[src/rtl/common.sv]
// Shared pipeline types: instruction layout, register-file geometry and the
// opcode classification used by decode, operand fetch and writeback.
package common;

   localparam int REGISTER_WIDTH = 32;
   localparam int NUM_REGS       = 32;

   typedef logic [4:0]                reg_index_t;
   typedef logic [REGISTER_WIDTH-1:0] reg_data_t;

   typedef enum logic [1:0] {
      OP_NOP = 2'd0,
      R_TYPE = 2'd1,
      I_TYPE = 2'd2,
      OP_SYS = 2'd3
   } opcode_t;

   typedef struct packed {
      logic [6:0] funct7;
      reg_index_t rs2;
      reg_index_t rs1;
      logic [2:0] funct3;
      reg_index_t rd;
   } r_type_t;

   typedef struct packed {
      logic [11:0] imm;
      reg_index_t  rs1;
      logic [2:0]  funct3;
      reg_index_t  rd;
   } i_type_t;

   typedef union packed {
      r_type_t r_type;
      i_type_t i_type;
   } instr_fields_t;

   typedef struct packed {
      opcode_t       opcode;
      instr_fields_t fields;
   } instruction_t;

   function automatic logic writes_rd(instruction_t instr);
      return (instr.opcode == R_TYPE) || (instr.opcode == I_TYPE);
   endfunction

   function automatic logic uses_rs1(instruction_t instr);
      return (instr.opcode == R_TYPE) || (instr.opcode == I_TYPE);
   endfunction

   function automatic logic uses_rs2(instruction_t instr);
      return instr.opcode == R_TYPE;
   endfunction

   // rs1 and rd sit at the same bit positions in both formats; pick the view
   // that matches the opcode so the intent stays readable.
   function automatic reg_index_t rs1_of(instruction_t instr);
      return (instr.opcode == I_TYPE) ? instr.fields.i_type.rs1 : instr.fields.r_type.rs1;
   endfunction

   function automatic reg_index_t rs2_of(instruction_t instr);
      return instr.fields.r_type.rs2;
   endfunction

   function automatic reg_index_t rd_of(instruction_t instr);
      return (instr.opcode == I_TYPE) ? instr.fields.i_type.rd : instr.fields.r_type.rd;
   endfunction

endpackage

[src/rtl/register_file.sv]
// Architectural register file: two asynchronous read ports, one synchronous
// write port, x0 reads as zero and ignores writes.
module register_file
   import common::*;
#(
   parameter int        DEPTH       = 32,
   parameter reg_data_t RESET_VALUE = '0
) (
   input  logic       clk,
   input  logic       reset,
   input  reg_index_t rd_addr_a,
   output reg_data_t  rd_data_a,
   input  reg_index_t rd_addr_b,
   output reg_data_t  rd_data_b,
   input  logic       wr_en,
   input  reg_index_t wr_addr,
   input  reg_data_t  wr_data
);

   reg_data_t mem [DEPTH];

   // Storage update: reset fills every entry, otherwise a non-x0 write lands.
   always_ff @(posedge clk or posedge reset) begin
      if (reset) begin
         for (int i = 0; i < DEPTH; i++) begin
            mem[i] <= RESET_VALUE;
         end
      end else if (wr_en && (wr_addr != '0)) begin
         mem[wr_addr] <= wr_data;
      end
   end

   assign rd_data_a = (rd_addr_a == '0) ? '0 : mem[rd_addr_a];
   assign rd_data_b = (rd_addr_b == '0) ? '0 : mem[rd_addr_b];

endmodule

[src/rtl/operand_fetch_stage.sv]
// Operand fetch: reads sources with writeback bypass, tracks in-flight
// destinations in a pending scoreboard to stall RAW hazards, and presents a
// one-deep registered output to the execution unit.
module operand_fetch_stage
   import common::*;
#(
   parameter int        NUM_REGS    = common::NUM_REGS,
   parameter reg_data_t RESET_VALUE = '0
) (
   input  logic         clk,
   input  logic         reset,
   input  logic         in_valid,
   output logic         in_ready,
   input  instruction_t in_instruction,
   output logic         out_valid,
   input  logic         out_ready,
   output instruction_t decoded_instruction,
   output reg_data_t    rs1_value,
   output reg_data_t    rs2_value,
   input  logic         wb_valid,
   input  reg_index_t   wb_rd,
   input  reg_data_t    wb_data,
   input  logic         flush
);

   reg_index_t          src1_idx;
   reg_index_t          src2_idx;
   reg_index_t          dst_idx;
   logic                src1_used;
   logic                src2_used;
   logic                src1_bypass;
   logic                src2_bypass;
   logic                hazard;
   logic                accept;
   reg_data_t           rf_data1;
   reg_data_t           rf_data2;
   reg_data_t           src1_value;
   reg_data_t           src2_value;
   logic [NUM_REGS-1:0] pending;
   logic [NUM_REGS-1:0] pending_next;

   assign src1_idx  = rs1_of(in_instruction);
   assign src2_idx  = rs2_of(in_instruction);
   assign dst_idx   = rd_of(in_instruction);
   assign src1_used = uses_rs1(in_instruction);
   assign src2_used = uses_rs2(in_instruction);

   register_file #(
      .DEPTH       (NUM_REGS),
      .RESET_VALUE (RESET_VALUE)
   ) u_register_file (
      .clk       (clk),
      .reset     (reset),
      .rd_addr_a (src1_idx),
      .rd_data_a (rf_data1),
      .rd_addr_b (src2_idx),
      .rd_data_b (rf_data2),
      .wr_en     (wb_valid),
      .wr_addr   (wb_rd),
      .wr_data   (wb_data)
   );

   assign src1_bypass = wb_valid && (wb_rd == src1_idx) && (src1_idx != '0);
   assign src2_bypass = wb_valid && (wb_rd == src2_idx) && (src2_idx != '0);

   assign src1_value = !src1_used ? '0 : (src1_bypass ? wb_data : rf_data1);
   assign src2_value = !src2_used ? '0 : (src2_bypass ? wb_data : rf_data2);

   // A source that is bypassed this cycle is already resolved, so it never stalls.
   assign hazard = (src1_used && (src1_idx != '0) && pending[src1_idx] && !src1_bypass) ||
                   (src2_used && (src2_idx != '0) && pending[src2_idx] && !src2_bypass);

   assign in_ready = !reset && !flush && !hazard && (!out_valid || out_ready);
   assign accept   = in_valid && in_ready;

   // Scoreboard next state: clears first, then the accept set so the younger
   // instruction wins on a same-index collision.
   always_comb begin
      pending_next = pending;
      if (wb_valid) begin
         pending_next[wb_rd] = 1'b0;
      end
      if (flush && out_valid && writes_rd(decoded_instruction)) begin
         pending_next[rd_of(decoded_instruction)] = 1'b0;
      end
      if (accept && writes_rd(in_instruction) && (dst_idx != '0)) begin
         pending_next[dst_idx] = 1'b1;
      end
   end

   // Scoreboard register.
   always_ff @(posedge clk or posedge reset) begin
      if (reset) begin
         pending <= '0;
      end else begin
         pending <= pending_next;
      end
   end

   // Output pipeline register: load on accept, drain on consume or flush, else hold.
   always_ff @(posedge clk or posedge reset) begin
      if (reset) begin
         out_valid           <= 1'b0;
         decoded_instruction <= '0;
         rs1_value           <= '0;
         rs2_value           <= '0;
      end else if (accept) begin
         out_valid           <= 1'b1;
         decoded_instruction <= in_instruction;
         rs1_value           <= src1_value;
         rs2_value           <= src2_value;
      end else if (flush || out_ready) begin
         out_valid <= 1'b0;
      end
   end

endmodule
[config.mk]
export PLATFORM = sky130hd
export DESIGN_NAME = operand_fetch_stage
export DESIGN_NICKNAME = d
export VERILOG_FILES = /design/src/rtl/common.sv /design/src/rtl/register_file.sv /design/src/rtl/operand_fetch_stage.sv
export SDC_FILE = /design/constraint.sdc
export NUM_CORES = 2
export LEC_CHECK = 0
export BUFFER_PORTS_ARGS = -buffer_cell sky130_fd_sc_hd__clkbuf_2
export CAP_MARGIN = 0
export CELL_PAD_IN_SITES_DETAIL_PLACEMENT = 1
export CELL_PAD_IN_SITES_GLOBAL_PLACEMENT = 1
export CORE_MARGIN = 4
export CORE_UTILIZATION = 30
export DETAILED_ROUTE_END_ITERATION = 8
export PLACE_DENSITY = 0.54
export SYNTH_ARGS = -nofsm -noshare
export SYNTH_HDL_FRONTEND = slang
export SYNTH_SLANG_ARGS = --single-unit
[constraint.sdc]
create_clock -name clk -period 47.2 [get_ports clk]
set_input_delay 9.44 -clock clk [delete_from_list [all_inputs] [get_ports clk]]
set_output_delay 9.44 -clock clk [all_outputs]
set_load 0.01 [all_outputs]
==> results.toml <==
[power_and_ir_drop]
p_per_area_nw_per_um2 = 43.8
total_leakage_power_nw = 28.9
pwr-share-comb_pct = 19.1
p_sw_w = 0.000851
swShare_pct = 29.1
intPower_w = 0.00207
power_frac_seq_pct = 44.7
vdd_drop_max_uv = 38.0
pwr-share-clk_pct = 36.2

[worst_setup_path]
cpPeakStageDelay_ns = 0.85
path_cells = "buf_8 -> buf_4 -> buf_4 -> mux4_2 -> a22oi_1 -> nand4b_1 -> nand3_1 -> and2_1 -> clkbuf_2"
crit_arrival_ns = 13.09
worstPathMaxFanout = 44
cp_data_required_time_ns = 37.76
cpMaxStageDelayCell = "buf_4"
startpoint_type = "input pin"
timing_worst_setup_path_type = "input pin to output pin"
cp-end-kind = "output pin"
crit_top_cell = "buf_4"

[clock_tree]
hold_buffers = 0
htree_levels = 4
cts_inserted_buffers = 133
cts_root_buf = "clkbuf_16"
path_clk_slew_ns = 0.06
post_cts_buffers = 0
cts.sinks = 1148
max-clock-path-buffers = 3
tritoncts = "yes"
cts_resized = 0
clk_latency_ns = 0.78

[die]
pin_count = 163
core_um2 = 196000
die_area_um2 = 205000
rows = 162
die_h_um = 453
initial_utilization_pct = 30.3
die_x_um = 453

[routing]
dr_wl_met2_um = 105000
dr_wl_met3_um = 12400
dr.pass1.iters = 5
ant_nets = 0
drcViolationCount = 0
vias = 42280
drt-total-wl_um = 233000
vias_per_cell = 5.71
post_drt_wl_per_cell_um = 31.4
wl_met1_um = 108000
drtIter0Drc = 3686
top_layer_used = "met4"

[sta]
tns_ns = 0
fin_crit_sh_pct = 47.7
clock_skew_ns = 0.0310
final_hold_viol_count = 0
setup_viol = 0
tightest_slew_ns = 1.22
period_minus_slack_ns = 22.53
slew-limit-headroom_pct = 18.8
rsz0062_at_grt = "no"
max_freq_ghz = 0.0444
maxSlewViolCount = 0

[run]
maxCapViolCount = 0

[grt]
grt_max_degree = 150
grt_usage_pct = 22.6
antenna_found_initial = 11
grt_pass1_wl_um = 338000
grt_pass1_vias = 44440
grt-ovfl-total = 0

[worst_hold_path]
hp-class = "flip-flop to flip-flop"

[yosys]
yosys_most_used_dff = "dfrtp_1"
syn_inst = 4799
yosys-top-cells-count = "dfrtp_1 (1,148), nand2_1 (645), o21ai_0 (639)"
synth_area_per_cell_um2 = 12.4
synth.yosys.seq_area_share_pct = 48.4
synth_seq_cells = 1148
ys_async_sr_fraction_pct = 100
synth_edf_count = 0
syn_area_um2 = 59300
synthTopCellsByArea = "dfrtp_1 (48%), mux4_2 (17%), mux2_2 (9.9%)"
synth_cell_types = 63
yosys.area.top_type = "dfrtp_1"
synth.most_common_cell = "dfrtp_1"
ys.warnings.count = 0
syn_nets = 4870
synth_top_area_share_pct = 48.4

[placement]
gp_congestion = 0.816
hpwl_um = 134000
portBuffers = 162

[layout]
final_layout_size_suffix_gt1_share_pct = 32.4
finish.utilization_pct = 34.1
syn_to_final_growth_pct = 12.6
fill_cells = 20921
fin_nets = 4749

[status]
run_status = "complete, no violations"
[routing by layer]
metal,global-route usage [%],vias up
met5,0,-
met3,3.51,365
met4,7.03,0
met2,35.0,1326
li1,-,17544
met1,32.6,23045
[cells in the final DEF (no fill, tap or decap), types with 46 or more instances in the layout]
master / n
clkbuf_2: 153
mux4_2: 449
mux2_2: 524
nand2_1: 628
a22oi_1: 60
mux2i_1: 192
buf_4: 101
dfrtp_1: 1148
clkbuf_16: 139
o22ai_1: 78
o21ai_0: 639
a22o_1: 46
[state kept, by name, indices dropped and copies added, names as in the netlist]
signal               count
u_register_file.mem   1024
pending                 32
rs1_value               32
rs2_value               32
decoded_instruction     27
out_valid                1
[through the flow]
stage | area (um2) | std cells | hold slack (ns) | setup WS, ns | power [W]
detailed placement | 62400 | 7167 | 0.384 | 24.52 | 0.00188
global route | 66800 | 7403 | 0.410 | 24.34 | 0.00307
floorplan | 59300 | 4799 | 0.441 | 5.43 | 0.00169
finish | 66800 | 7407 | 0.397 | 24.67 | 0.00293
global placement | 62400 | 7167 | 0.379 | 24.46 | 0.00186
CTS | 66800 | 7399 | 0.397 | 24.49 | 0.00295
[power by group through the flow]
stage | combinational (W) | clock (W) | sequential [W]
after floorplan | 0.000413 | 0 | 0.00128
after global placement | 0.000552 | 0 | 0.00131
after detailed placement | 0.000563 | 0 | 0.00132
after CTS | 0.000565 | 0.00108 | 0.00130
after global routing | 0.000611 | 0.00113 | 0.00133
final | 0.000560 | 0.00106 | 0.00131
[cells by family after synthesis]
kind of cell | count (synthesis) | synth area share [%]
adders and majority gates | 1 | 0.0211
DFF | 1148 | 48.4
and+or+nand+nor | 860 | 6.09
AOI/OAI and AO/OA | 1006 | 10.1
xor gates and xnor gates | 11 | 0.162
buffers and inverters | 566 | 3.95
muxes | 1207 | 31.3
[final cells by class]
type	count	area [um2]	share of cell area, %
antenna	8	20.0	0.0300
clock buffer	192	3930	5.88
clock inverter	40	440	0.659
inverter	46	184	0.275
multi-input combinational	3085	28600	42.7
sequential	1148	28700	43.0
tap	2624	3280	4.91
timing repair buffer	264	1680	2.51
[critical path: cells and delay by family]
kind                   cells  cell delay, ns
AO/OA/AOI/OAI              1            0.15
buffers and inverters      4            2.25
multiplexers               1            0.60
AND/OR/NAND/NOR            3            0.57
[final timing paths]
kind / startpoint / to / slack [ns] / depth (start not counted)
worst max-delay path: in_instruction[8] / in_ready / 24.67 / 9
worst min-delay path: u_register_file.mem[1000] / u_register_file.mem[1000] / 0.40 / 0
worst max register to register: pending[25] / rs2_value[6] / 43.16 / 8
worst min register to register: u_register_file.mem[1000] / u_register_file.mem[1000] / 0.40 / 0
max in group asynchronous: reset / u_register_file.mem[160] / 35.01 / 5
min in group asynchronous: reset / out_valid / 8.93 / 2
Power figures use the tool's default switching activity.
